**src/rtl/jbus_sequencer.sv**
```systemverilog
// Round-robin sequencer for the shared 8-bit internal bus: grant, enable, set, hold, done.
// Define JBUS_SEQUENCER_FIXED_PRIO_EN for fixed lowest-index-wins arbitration.
module jbus_sequencer #(
  parameter int N  = 4,
  parameter int AW = 2
) (
  input  logic                  wclk,
  input  logic                  wrst,
  input  logic [N-1:0]          breq,
  input  logic [N*AW-1:0]       bsrc,
  input  logic [N*AW-1:0]       bdst,
  input  logic [N-1:0]          bbus1,
  output logic [N-1:0]          bgnt,
  output logic [N-1:0]          bdone,
  output logic [(1<<AW)-1:0]    bena,
  output logic [(1<<AW)-1:0]    bset,
  output logic                  wbit1,
  output logic                  wbusy
);

  localparam int R  = 1 << AW;
  localparam int IW = (N > 1) ? $clog2(N) : 1;

  typedef enum logic [2:0] {
    S_IDLE, S_GRANT, S_ENA, S_SET, S_HOLD, S_DONE
  } state_t;

  state_t          state_q, state_d;
  logic [IW-1:0]   win_q, win_d, pick;
  logic [AW-1:0]   src_q, src_d;
  logic [AW-1:0]   dst_q, dst_d;
  logic            b1_q, b1_d;

  logic [N-1:0]    gnt_q, gnt_d;
  logic [N-1:0]    done_q, done_d;
  logic [R-1:0]    ena_q, ena_d;
  logic [R-1:0]    set_q, set_d;
  logic            bit1_q, bit1_d;
  logic            busy_q, busy_d;
  logic [N-1:0]    win_oh;
  logic [R-1:0]    src_oh;
  logic [R-1:0]    dst_oh;

`ifdef JBUS_SEQUENCER_FIXED_PRIO_EN
  always_comb begin
    pick = '0;
    for (int k = N - 1; k >= 0; k--)
      if (breq[k]) pick = IW'(k);
  end
`else
  logic [IW-1:0] ptr_q, ptr_d;
  int            idx;

  // Scan downward so the nearest requester after the pointer wins last.
  always_comb begin
    pick = '0;
    idx  = 0;
    for (int k = N; k >= 1; k--) begin
      idx = (int'(ptr_q) + k) % N;
      if (breq[idx[IW-1:0]]) pick = idx[IW-1:0];
    end
  end

  always_comb begin
    ptr_d = ptr_q;
    if (state_q == S_DONE) ptr_d = win_q;
  end

  always_ff @(posedge wclk) begin
    if (wrst) ptr_q <= IW'(N - 1);
    else      ptr_q <= ptr_d;
  end
`endif

  always_comb begin
    state_d = state_q;
    win_d   = win_q;
    src_d   = src_q;
    dst_d   = dst_q;
    b1_d    = b1_q;
    unique case (state_q)
      S_IDLE: begin
        if (|breq) begin
          state_d = S_GRANT;
          win_d   = pick;
          for (int i = 0; i < N; i++) begin
            if (IW'(i) == pick) begin
              src_d = bsrc[i*AW +: AW];
              dst_d = bdst[i*AW +: AW];
              b1_d  = bbus1[i];
            end
          end
        end
      end
      S_GRANT: state_d = S_ENA;
      S_ENA:   state_d = S_SET;
      S_SET:   state_d = S_HOLD;
      S_HOLD:  state_d = S_DONE;
      S_DONE:  state_d = S_IDLE;
      default: state_d = S_IDLE;
    endcase
  end

  // Outputs are decoded from the next state so they leave the flops aligned with it.
  always_comb begin
    win_oh = N'(1) << win_d;
    src_oh = R'(1) << src_d;
    dst_oh = R'(1) << dst_d;
    gnt_d  = '0;
    done_d = '0;
    ena_d  = '0;
    set_d  = '0;
    bit1_d = 1'b0;
    busy_d = (state_d != S_IDLE);
    unique case (state_d)
      S_GRANT: gnt_d = win_oh;
      S_ENA, S_HOLD: begin
        gnt_d  = win_oh;
        ena_d  = src_oh;
        bit1_d = b1_d;
      end
      S_SET: begin
        gnt_d  = win_oh;
        ena_d  = src_oh;
        set_d  = dst_oh;
        bit1_d = b1_d;
      end
      S_DONE: begin
        gnt_d  = win_oh;
        done_d = win_oh;
      end
      default: ;
    endcase
  end

  always_ff @(posedge wclk) begin
    if (wrst) begin
      state_q <= S_IDLE;
      win_q   <= '0;
      src_q   <= '0;
      dst_q   <= '0;
      b1_q    <= 1'b0;
      gnt_q   <= '0;
      done_q  <= '0;
      ena_q   <= '0;
      set_q   <= '0;
      bit1_q  <= 1'b0;
      busy_q  <= 1'b0;
    end else begin
      state_q <= state_d;
      win_q   <= win_d;
      src_q   <= src_d;
      dst_q   <= dst_d;
      b1_q    <= b1_d;
      gnt_q   <= gnt_d;
      done_q  <= done_d;
      ena_q   <= ena_d;
      set_q   <= set_d;
      bit1_q  <= bit1_d;
      busy_q  <= busy_d;
    end
  end

  assign bgnt  = gnt_q;
  assign bdone = done_q;
  assign bena  = ena_q;
  assign bset  = set_q;
  assign wbit1 = bit1_q;
  assign wbusy = busy_q;

endmodule
```
**config.mk**
```make
export PLATFORM = sky130hd
export DESIGN_NAME = jbus_sequencer
export DESIGN_NICKNAME = d
export VERILOG_FILES = /design/src/rtl/jbus_sequencer.sv
export SDC_FILE = /design/constraint.sdc
export NUM_CORES = 1
export LEC_CHECK = 0
export BUFFER_PORTS_ARGS = -buffer_cell sky130_fd_sc_hd__buf_2
export CAP_MARGIN = 40
export CORE_UTILIZATION = 40
export CTS_BUF_LIST = sky130_fd_sc_hd__clkbuf_8
export CTS_CLUSTER_DIAMETER = 150
export DETAILED_ROUTE_END_ITERATION = 8
export PLACE_DENSITY = 0.75
export REMOVE_ABC_BUFFERS = 1
export SLEW_MARGIN = 15
export SYNTH_ARGS = -nofsm -noshare
export SYNTH_HDL_FRONTEND = slang
export SYNTH_SLANG_ARGS = --single-unit
```
**constraint.sdc**
```tcl
create_clock -name wclk -period 1.85 [get_ports wclk]
set_clock_uncertainty 0.15 [all_clocks]
set_input_delay 0.2775 -clock wclk [delete_from_list [all_inputs] [get_ports wclk]]
set_output_delay 0.2775 -clock wclk [all_outputs]
set_load 0.005 [all_outputs]
```
Word-level counts from Yosys, hierarchy flattened
Cells that the tools add are included.
{"block": "totals", "latch_bits": 0, "out_inout_bits": 18, "reg_bits": 30, "rom_bits": 0, "memories": 0, "ramBits": 0, "inputBits": 26}
{"block": "op_classes", "reduce_logical": 10, "bitwise": 4, "n_mux": 34, "shift": 3, "addsub": 4, "magnitude_cmp": 4, "mul": 0, "div": 0, "eq_ne": 13}
{"op": "2-to-1 mux 2 bit", "count": 18}
{"op": "one-hot mux 3 bit (5 select lines)", "count": 1}
{"op": "equality test 3 x 2 -> 1 bit, second input constant", "count": 4}
{"op": "equality test 3 bit, second input constant", "count": 4}
{"op": "less-than comparator 2 x 3 -> 1 bit, second input constant", "count": 4}
{"op": "<< shifter 1 x 2 -> 4 bit, first input constant", "count": 3}
{"op": "2-to-1 mux 1 bit", "count": 10}
{"op": "binary-select mux 1 bit (select 2 bit)", "count": 4}
{"op": "OR reduction 2 bit", "count": 4}
{"op": "equality test 3 x 1 -> 1 bit, second input constant", "count": 2}
{"op": "OR reduction 5 bit", "count": 1}
{"op": "adder 2 x 1 -> 2 bit, second input constant", "count": 2}
{"op": "adder 2 bit, second input constant", "count": 2}
{"op": "equality test 2 bit, first input constant", "count": 2}
{"op": "inverter 1 bit", "count": 4}
{"op": "OR reduction 4 bit", "count": 1}
{"op": "logical NOT 3 bit", "count": 1}
{"op": "2-to-1 mux 3 bit", "count": 1}
{"op": "nonzero test 3 bit", "count": 1}
{"op": "OR reduction 3 bit", "count": 1}
{"op": "equality test 1 x 2 -> 1 bit, first input constant", "count": 1}
{"op": "logical NOT 2 bit", "count": 1}

Longest topological paths before layout
Gate-level depths: netlist of the first run.
{"block": "logic_depth", "word_depth": 15, "ltp_mapped": 7, "mapped_depth_nobuf": 5}

Worst setup path before layout of the first run
No wires, ideal clock.
{"block": "synth_path", "path_kind": "input -> register", "startpoint": "in breq[3]", "endpoint": "reg set_q[2], in the netlist bset[2]", "stages": 6, "n_path_buf": 1, "arrival_time_ps": 1744, "path_slack_ps": -131, "cell_sequence": "or4_4 -> and2_4 -> buf_6 -> and3_4 -> a221oi_4 -> nor4b_2"}
{"block": "synth_via", "elab_chain_len": 14}
{"element": "from (decl)", "line": "9", "text": "input logic [N-1:0] breq,"}
{"element": "binary-select mux 1 bit (select 2 bit)", "line": "60", "text": "if (breq[idx[IW-1:0]]) pick = idx[IW-1:0];"}
{"element": "2-to-1 mux 1 bit (implied by the code)", "line": "60"}
{"element": "2-to-1 mux 2 bit (4 in a row)", "line": "60"}
{"element": "logical NOT 2 bit", "line": "87", "text": "if (IW'(i) == pick) begin"}
{"element": "2-to-1 mux 2 bit (4 in a row)", "line": "87"}
{"element": "2-to-1 mux 2 bit", "line": "83", "text": "if (|breq) begin"}
{"element": "2-to-1 mux 2 bit", "line": "81", "text": "unique case (state_q)"}
{"element": "<< shifter 1 x 2 -> 4 bit", "line": "108", "text": "dst_oh = R'(1) << dst_d;"}
{"element": "to (signal assigned)", "line": "158", "text": "set_q <= set_d;"}
{"element": "to (decl)", "line": "37", "text": "logic [R-1:0] set_q, set_d;"}
Several ways; a longest one is shown, not always the timed one. The select of a mux whose other input is x is not followed.
A chain may end at the register's enable or synchronous reset.

Worst setup path after layout of the first run
{"block": "layout_path", "startpoint": "reg ptr_q[1]", "endpoint": "reg b1_q"}
{"block": "layout_via", "elab_chain_len": 14}
{"element": "from (decl)", "line": "51", "text": "logic [IW-1:0] ptr_q, ptr_d;"}
{"element": "from (signal assigned)", "line": "70", "text": "if (wrst) ptr_q <= IW'(N - 1);"}
{"element": "from (signal assigned)", "line": "71", "text": "else ptr_q <= ptr_d;"}
{"element": "adder 2 x 1 -> 2 bit", "line": "59", "text": "idx = (int'(ptr_q) + k) % N;"}
{"element": "binary-select mux 1 bit (select 2 bit)", "line": "60"}
{"element": "2-to-1 mux 1 bit (implied by the code)", "line": "60"}
{"element": "2-to-1 mux 2 bit (3 in a row)", "line": "60"}
{"element": "2-to-1 mux 2 bit (*)", "line": "60"}
{"element": "logical NOT 2 bit", "line": "87"}
{"element": "2-to-1 mux 1 bit (3 in a row)", "line": "87"}
{"element": "2-to-1 mux 1 bit (*)", "line": "87"}
{"element": "2-to-1 mux 1 bit (*)", "line": "83"}
{"element": "2-to-1 mux 1 bit (*)", "line": "81"}
{"element": "to (signal assigned)", "line": "142", "text": "b1_q <= 1'b0;"}
{"element": "to (signal assigned)", "line": "154", "text": "b1_q <= b1_d;"}
{"element": "to (decl)", "line": "32", "text": "logic b1_q, b1_d;"}
Every way passes the cells marked *; elsewhere a longest branch is shown, timed or not. The select of a mux whose other input is x is not followed.

==> results of run 1 <==
[sequential cells by signal (all words and copies together), names as in the netlist]
register / cells
ptr_q: 2
state_q: 3
dst_q: 2
src_q: 2
wbusy: 1
bena: 4
bdone: 4
wbit1: 1
win_q: 2
bgnt: 4
b1_q: 1
bset: 4
[how the worst min path moves through the flow]
stage,startpoint,to,slack (ns),depth (start not counted)
after floorplan,wrst,dst_q[0],0.20,1
after global placement,b1_q,wbit1,0.28,1
after detailed placement,b1_q,wbit1,0.29,1
after CTS,wrst,bset[2],0.18,3
after global routing,wrst,bset[2],0.17,3
final,wrst,bset[2],0.19,3
[report_power, final]
part,internal (W),total (W),switching (W)
registers,0.000688,0.000712,0.0000234
clock network,0.000246,0.000452,0.000206
logic,0.000177,0.000349,0.000172
[cells by family (layout without fill, tap and decap cells)]
logic type | after synthesis | after routing | synth area share
compound gates | 34 | 34 | 0.198
buf+inv | 6 | 72 | 0.0355
flops | 30 | 30 | 0.437
mux | 7 | 7 | 0.0692
simple gates | 63 | 63 | 0.260
[layout by cell type (no fill, tap or decap), types with 4 or more instances in the layout]
cell type                   n
sky130_fd_sc_hd__nand2b_1   4
sky130_fd_sc_hd__dfxtp_1   29
sky130_fd_sc_hd__buf_2     43
sky130_fd_sc_hd__clkbuf_8   5
sky130_fd_sc_hd__nand2_1    9
sky130_fd_sc_hd__and3_1     5
sky130_fd_sc_hd__a21oi_1    7
sky130_fd_sc_hd__nor2_1    17
sky130_fd_sc_hd__buf_4     19
[timing repair]
action	4_1_cts	5_1_grt
buffers inserted	4	1
setup endpoints to repair	10	14
resized for setup	9	6
hold endpoints to repair	0	0
pin swaps	7	4
[routing by layer]
metal,vias to the layer above,track usage
met3,12,0.0618
met1,607,0.222
met4,0,0.127
li1,639,-
met2,34,0.352
met5,-,0
[cell type report]
| type | count | area (µm²) | area share |
|---|---|---|---|
| Inverter | 1 | 3.75 | 0.00199 |
| Clock buffer | 5 | 68.8 | 0.0365 |
| Sequential cell | 30 | 604 | 0.321 |
| Timing Repair Buffer | 64 | 380 | 0.202 |
| Tap cell | 44 | 55.1 | 0.0292 |
| Multi-Input combinational cell | 104 | 763 | 0.405 |
| Clock inverter | 2 | 7.51 | 0.00399 |
[metrics by stage]
step	hold slack (ns)	instances	power [W]
floorplan	0.197	135	0.000903
global placement	0.284	238	0.00103
detailed placement	0.287	238	0.00104
CTS	0.178	249	0.00151
global route	0.172	250	0.00160
finish	0.190	250	0.00151
[critical path: stages, from the launching register on]
cell and delay, ns:
sky130_fd_sc_hd__dfxtp_4 0.36, sky130_fd_sc_hd__mux2i_2 0.15, sky130_fd_sc_hd__o21a_1 0.20, sky130_fd_sc_hd__nand2_2 0.14, sky130_fd_sc_hd__mux4_2 0.51, sky130_fd_sc_hd__a31o_2 0.24
==> flow_metrics.py, run 1 <==
metrics = {
    "run_status": {
        "result_of_the_run": "complete, but fails checks",
        "failed_checks": "setup timing",
    },
    "critical_path": {
        "worstReg2RegEnd": "b1_q",
        "setup.reg_to_reg.worst_slack_ns": -0.02,
        "launching_element_type_of_the_critical_path": "flop",
        "path_class": "flop to flop",
        "critPathCapture": "b1_q",
        "timing.rr.start": "ptr_q[1]",
        "worst-endpoint-required_ns": 1.87,
        "cp_max_fo": 7,
        "worstSetupEndpointType": "flop",
        "critPathArrivalTime_ns": 1.88,
        "r2r.worst_path.cells": 5,
        "timing_startpoint_of_the_critical_path": "ptr_q[1]",
    },
    "drt": {
        "number_of_vias_in_the_routed_layout": 1292,
        "dr.pass1.iters": 4,
        "route.detailed.vias_per_inst": 5.17,
        "met3RoutedLength_um": 129,
        "antenna_left": 0,
        "met2_wirelength_mm": 1.78,
        "drt_drc_violations_left": 0,
        "maxUsedRoutingLayer": "met4",
        "wl_per_cell_um": 13.4,
        "dr.first_iter.drc_count": 31,
        "drt-total-wl_mm": 3.36,
        "met1_length_mm": 1.33,
    },
    "floorplanning": {
        "vertical_die_dimension_um": 60.6,
        "coreArea_mm2": 0.00315,
        "start_util": 0.436,
        "die_w_um": 60.6,
        "die_area_mm2": 0.00368,
        "floorplan.io_pins": 44,
        "row_count": 20,
    },
    "yosys": {
        "yosys-top-cells-count": "sky130_fd_sc_hd__dfxtp_1 (30), sky130_fd_sc_hd__nor2_1 (17), sky130_fd_sc_hd__nand2_1 (9)",
        "synth.distinct_cells": 46,
        "synthesis_stage_register_bit_count": 30,
        "netlist.top_cell.by_area": "sky130_fd_sc_hd__dfxtp_1",
        "synth-edff-count": 0,
        "syn-cell-area_mm2": 0.00138,
        "synth_most_common_cell": "sky130_fd_sc_hd__dfxtp_1",
        "asyncSetResetFlopFracSynth": 0,
        "ys_dominant_reg_cell": "sky130_fd_sc_hd__dfxtp_1",
        "post_synth_inst_count": 140,
        "synth.top_cell.area_share": 0.437,
        "syn_avg_cell_area_um2": 9.82,
        "yosysWarnings": 0,
        "post_synthesis_sequential_area_ratio": 0.437,
        "post_synth_main_area_contributors": "sky130_fd_sc_hd__dfxtp_1 (44%), sky130_fd_sc_hd__nor2_1 (4.6%), sky130_fd_sc_hd__mux2i_1 (3.6%)",
    },
    "cts": {
        "cts.sink_count": 30,
        "clock_root_buffer_master": "sky130_fd_sc_hd__clkbuf_8",
        "clkTransAtPathRegs_ns": 0.06,
        "post_cts_hold_buffer_count": 0,
        "cts_inserted_buffers": 5,
        "cts_max_path_buffers": 2,
        "htree_num_levels": 2,
        "clock_insertion_delay_worst_skew_ns": 0.27,
        "tritoncts": "yes",
    },
    "sta": {
        "worst_slew_pin_slew_ns": 0.382,
        "final-max-slew-violation-count": 0,
        "hold_viol": 0,
        "maxSlewHeadroom": 0.739,
        "final.period_utilization": 1.01,
        "unrepaired_setup_endpoints_after_global_routing": "yes",
        "tns_ns": -0.0237,
        "setup_violations": 2,
        "max_clock_freq_mhz": 535,
        "min_setup_slack_post_route_ns": -0.0177,
        "fin_crit_ns": 1.87,
    },
    "placed_design": {
        "globalplace.congestion": 0.786,
        "dp.final_hpwl_mm": 2.54,
        "place.port_buffers": 43,
        "preCtsSetupSlack_ns": -0.224,
        "place_area_mm2": 0.00172,
    },
    "finish": {
        "antennaDiodeCount": 0,
        "area_growth_pct": 36.9,
        "share_of_layout_cells_above_drive_strength_1": 0.451,
        "design_area_final_mm2": 0.00188,
        "utilization": 0.597,
        "finalNetCount": 232,
        "number_of_filler_instances_in_the_final_layout": 282,
    },
    "pwr": {
        "vdd_drop_max_mv": 0.378,
        "p_leak_nw": 0.885,
        "power_density_mw_per_mm2": 803,
    },
    "global_route": {
        "grt_start_max_net_pins": 16,
        "grt.total_usage": 0.205,
        "grt_pass1_wl_mm": 5.45,
        "antenna_violations_before_repair": 0,
        "grt_pass1_vias": 1296,
        "total_congestion_overflow_after_global_routing": 0,
    },
    "hold_path": {
        "worstHoldPathType": "input pin to flop",
    },
    "run": {
        "cap_viol_max_count": 0,
    },
}
Note: power is estimated with default switching activity, not from simulation.
==> run 2: changes to the inputs <==
--- a/config.mk
+++ b/config.mk
@@ -7,12 +7,13 @@
 export LEC_CHECK = 0
 export BUFFER_PORTS_ARGS = -buffer_cell sky130_fd_sc_hd__buf_2
 export CAP_MARGIN = 40
-export CORE_UTILIZATION = 40
+export CORE_UTILIZATION = 30
 export CTS_BUF_LIST = sky130_fd_sc_hd__clkbuf_8
 export CTS_CLUSTER_DIAMETER = 150
 export DETAILED_ROUTE_END_ITERATION = 8
-export PLACE_DENSITY = 0.75
+export PLACE_DENSITY = 0.61
 export REMOVE_ABC_BUFFERS = 1
+export SETUP_SLACK_MARGIN = 0.3
 export SLEW_MARGIN = 15
 export SYNTH_ARGS = -nofsm -noshare
 export SYNTH_HDL_FRONTEND = slang
==> run 2 against run 1 <==
Effect of this change:
- the flow still finishes with violations (setup timing)
- total power rose by 4.7%
- setup slack gained 0.0098 ns
- critical path depth is the same
- count of clock-buffer cells in the layout unchanged
- first-iteration DRC count is 42% lower
==> flow_metrics.py, run 2 (synthesis results as in run 1) <==
metrics = {
    "critical_path": {
        "launching_element_type_of_the_critical_path": "flop",
        "path_class": "flop to flop",
        "critPathArrivalTime_ns": 1.88,
        "timing_startpoint_of_the_critical_path": "ptr_q[1]",
        "worstSetupEndpointType": "flop",
        "timing.rr.start": "ptr_q[1]",
        "worst-endpoint-required_ns": 1.87,
        "cp_max_fo": 7,
    },
    "finish": {
        "utilization": 0.453,
        "number_of_filler_instances_in_the_final_layout": 441,
        "mostFrequentLayoutCells": "sky130_fd_sc_hd__buf_2 (43), sky130_fd_sc_hd__dfxtp_1 (27), sky130_fd_sc_hd__buf_4 (19)",
        "register_area_um2": 607,
        "share_of_layout_cells_above_drive_strength_1": 0.514,
        "finalNetCount": 234,
        "mostFrequentLayoutCell": "sky130_fd_sc_hd__buf_2",
        "area_growth_pct": 44.6,
        "instances_no_fill": 260,
        "antennaDiodeCount": 0,
        "multi_input_comb_area_um2": 830,
    },
    "drt": {
        "number_of_vias_in_the_routed_layout": 1235,
        "drt_drc_violations_left": 0,
        "route.detailed.vias_per_inst": 4.75,
        "dr.pass1.iters": 3,
        "wl_per_cell_um": 12.0,
        "dr.first_iter.drc_count": 18,
        "drt-total-wl_mm": 3.12,
        "antenna_left": 0,
    },
    "hold_path": {
        "worstHoldPathType": "input pin to flop",
        "hp-start": "wrst",
    },
    "pwr": {
        "netSwitchingFraction": 0.273,
        "internal_power_w": 0.00115,
        "p_seq_frac": 0.451,
        "power_density_mw_per_mm2": 797,
        "vdd_drop_max_mv": 0.268,
        "total_switching_power_w": 0.000432,
        "pwr-share-clk": 0.292,
        "pwr-share-comb": 0.258,
        "p_leak_nw": 0.918,
    },
    "cts": {
        "cts_max_path_buffers": 2,
        "htree_num_levels": 2,
        "clock_root_buffer_master": "sky130_fd_sc_hd__clkbuf_8",
        "clkTransAtPathRegs_ns": 0.06,
        "cts.sink_count": 30,
        "tritoncts": "yes",
        "cts_inserted_buffers": 5,
        "clock_insertion_delay_worst_skew_ns": 0.27,
        "post_cts_hold_buffer_count": 0,
    },
    "floorplanning": {
        "coreArea_mm2": 0.00438,
        "vertical_die_dimension_um": 69.7,
        "start_util": 0.314,
        "die_area_mm2": 0.00486,
        "floorplan.io_pins": 44,
        "row_count": 24,
        "die_w_um": 69.7,
    },
    "sta": {
        "max_clock_freq_mhz": 538,
        "final-max-slew-violation-count": 0,
        "final.period_utilization": 1.00,
        "worst_slew_pin_slew_ns": 0.312,
        "maxSlewHeadroom": 0.787,
        "setup_violations": 1,
        "hold_viol": 0,
        "min_setup_slack_post_route_ns": -0.00788,
        "unrepaired_setup_endpoints_after_global_routing": "yes",
        "fin_crit_ns": 1.86,
    },
    "global_route": {
        "antenna_violations_before_repair": 0,
        "grt_start_max_net_pins": 16,
        "grt_pass1_wl_mm": 5.15,
        "grt.total_usage": 0.135,
        "grt_pass1_vias": 1190,
        "total_congestion_overflow_after_global_routing": 0,
    },
    "placed_design": {
        "place.port_buffers": 43,
        "dp.final_hpwl_mm": 2.36,
        "place_inst": 251,
        "globalplace.congestion": 0.781,
        "preCtsSetupSlack_ns": -0.184,
    },
    "run_status": {
        "failed_checks": "setup timing",
        "result_of_the_run": "complete, but fails checks",
    },
    "run": {
        "cap_viol_max_count": 0,
    },
}
==> run 2: changes by cell type in the layout (fill, tap and decap cells not counted), sizes merged <==
cell	change
buf	+2
==> run 2: power groups by stage <==
stage	clock network, W	registers, W	logic, W
2_1_floorplan	0	0.000729	0.000174
3_3_place_gp	0	0.000723	0.000334
3_5_place_dp	0	0.000723	0.000333
4_1_cts	0.000477	0.000709	0.000341
5_1_grt	0.000505	0.000720	0.000446
6_report	0.000462	0.000714	0.000408
==> run 2: repair_timing <==
item | in CTS | in global routing
pin swaps | 0 | 5
resized for setup | 8 | 29
setup buffers | 0 | 2
setup endpoints to repair | 20 | 20
==> run 2: worst paths after layout <==
kind | endpoint | slack, ns | cells past startpoint
worst max-delay path | src_q[0] | -0.008 | 5
worst min-delay path | bset[3] | 0.19 | 3
worst max register to register | src_q[0] | -0.008 | 5
worst min register to register | wbit1 | 0.30 | 1
==> run 2: cell type report <==
cell class / count / share of cell area
Timing Repair Buffer: 66 / 0.205
Multi-Input combinational cell: 104 / 0.417
Clock buffer: 5 / 0.0346
Inverter: 1 / 0.00189
Clock inverter: 2 / 0.00378
Tap cell: 52 / 0.0327
Sequential cell: 30 / 0.305
==> run 2: layer usage <==
| layer | part of all wire | vias up | wire length, µm | track usage |
|---|---|---|---|---|
| met5 | 0 | - | 0 | 0 |
| met4 | 0.018 | 0 | 57 | 0.0600 |
| met3 | 0.044 | 6 | 138 | 0.0436 |
| met2 | 0.48 | 27 | 1480 | 0.220 |
| met1 | 0.46 | 556 | 1440 | 0.163 |
| li1 | - | 646 | - | - |
==> run 2: worst max-delay path: stages (launching register included) <==
cell and delay [ns]:
sky130_fd_sc_hd__dfxtp_4 0.37, sky130_fd_sc_hd__mux2i_2 0.15, sky130_fd_sc_hd__o21a_1 0.20, sky130_fd_sc_hd__nand2_2 0.13
sky130_fd_sc_hd__mux4_2 0.51, sky130_fd_sc_hd__a31o_2 0.24
==> run 2: per-stage QoR <==
step	hold slack (ns)	area [µm²]	setup TNS, ns	total power, W
finish	0.192	1990	-0.00788	0.00158
global route	0.198	1990	-0.200	0.00167
CTS	0.180	1860	0	0.00153
detailed placement	0.296	1770	-0.921	0.00106
global placement	0.292	1770	-0.749	0.00106
floorplan	0.197	1330	-0.0508	0.000903
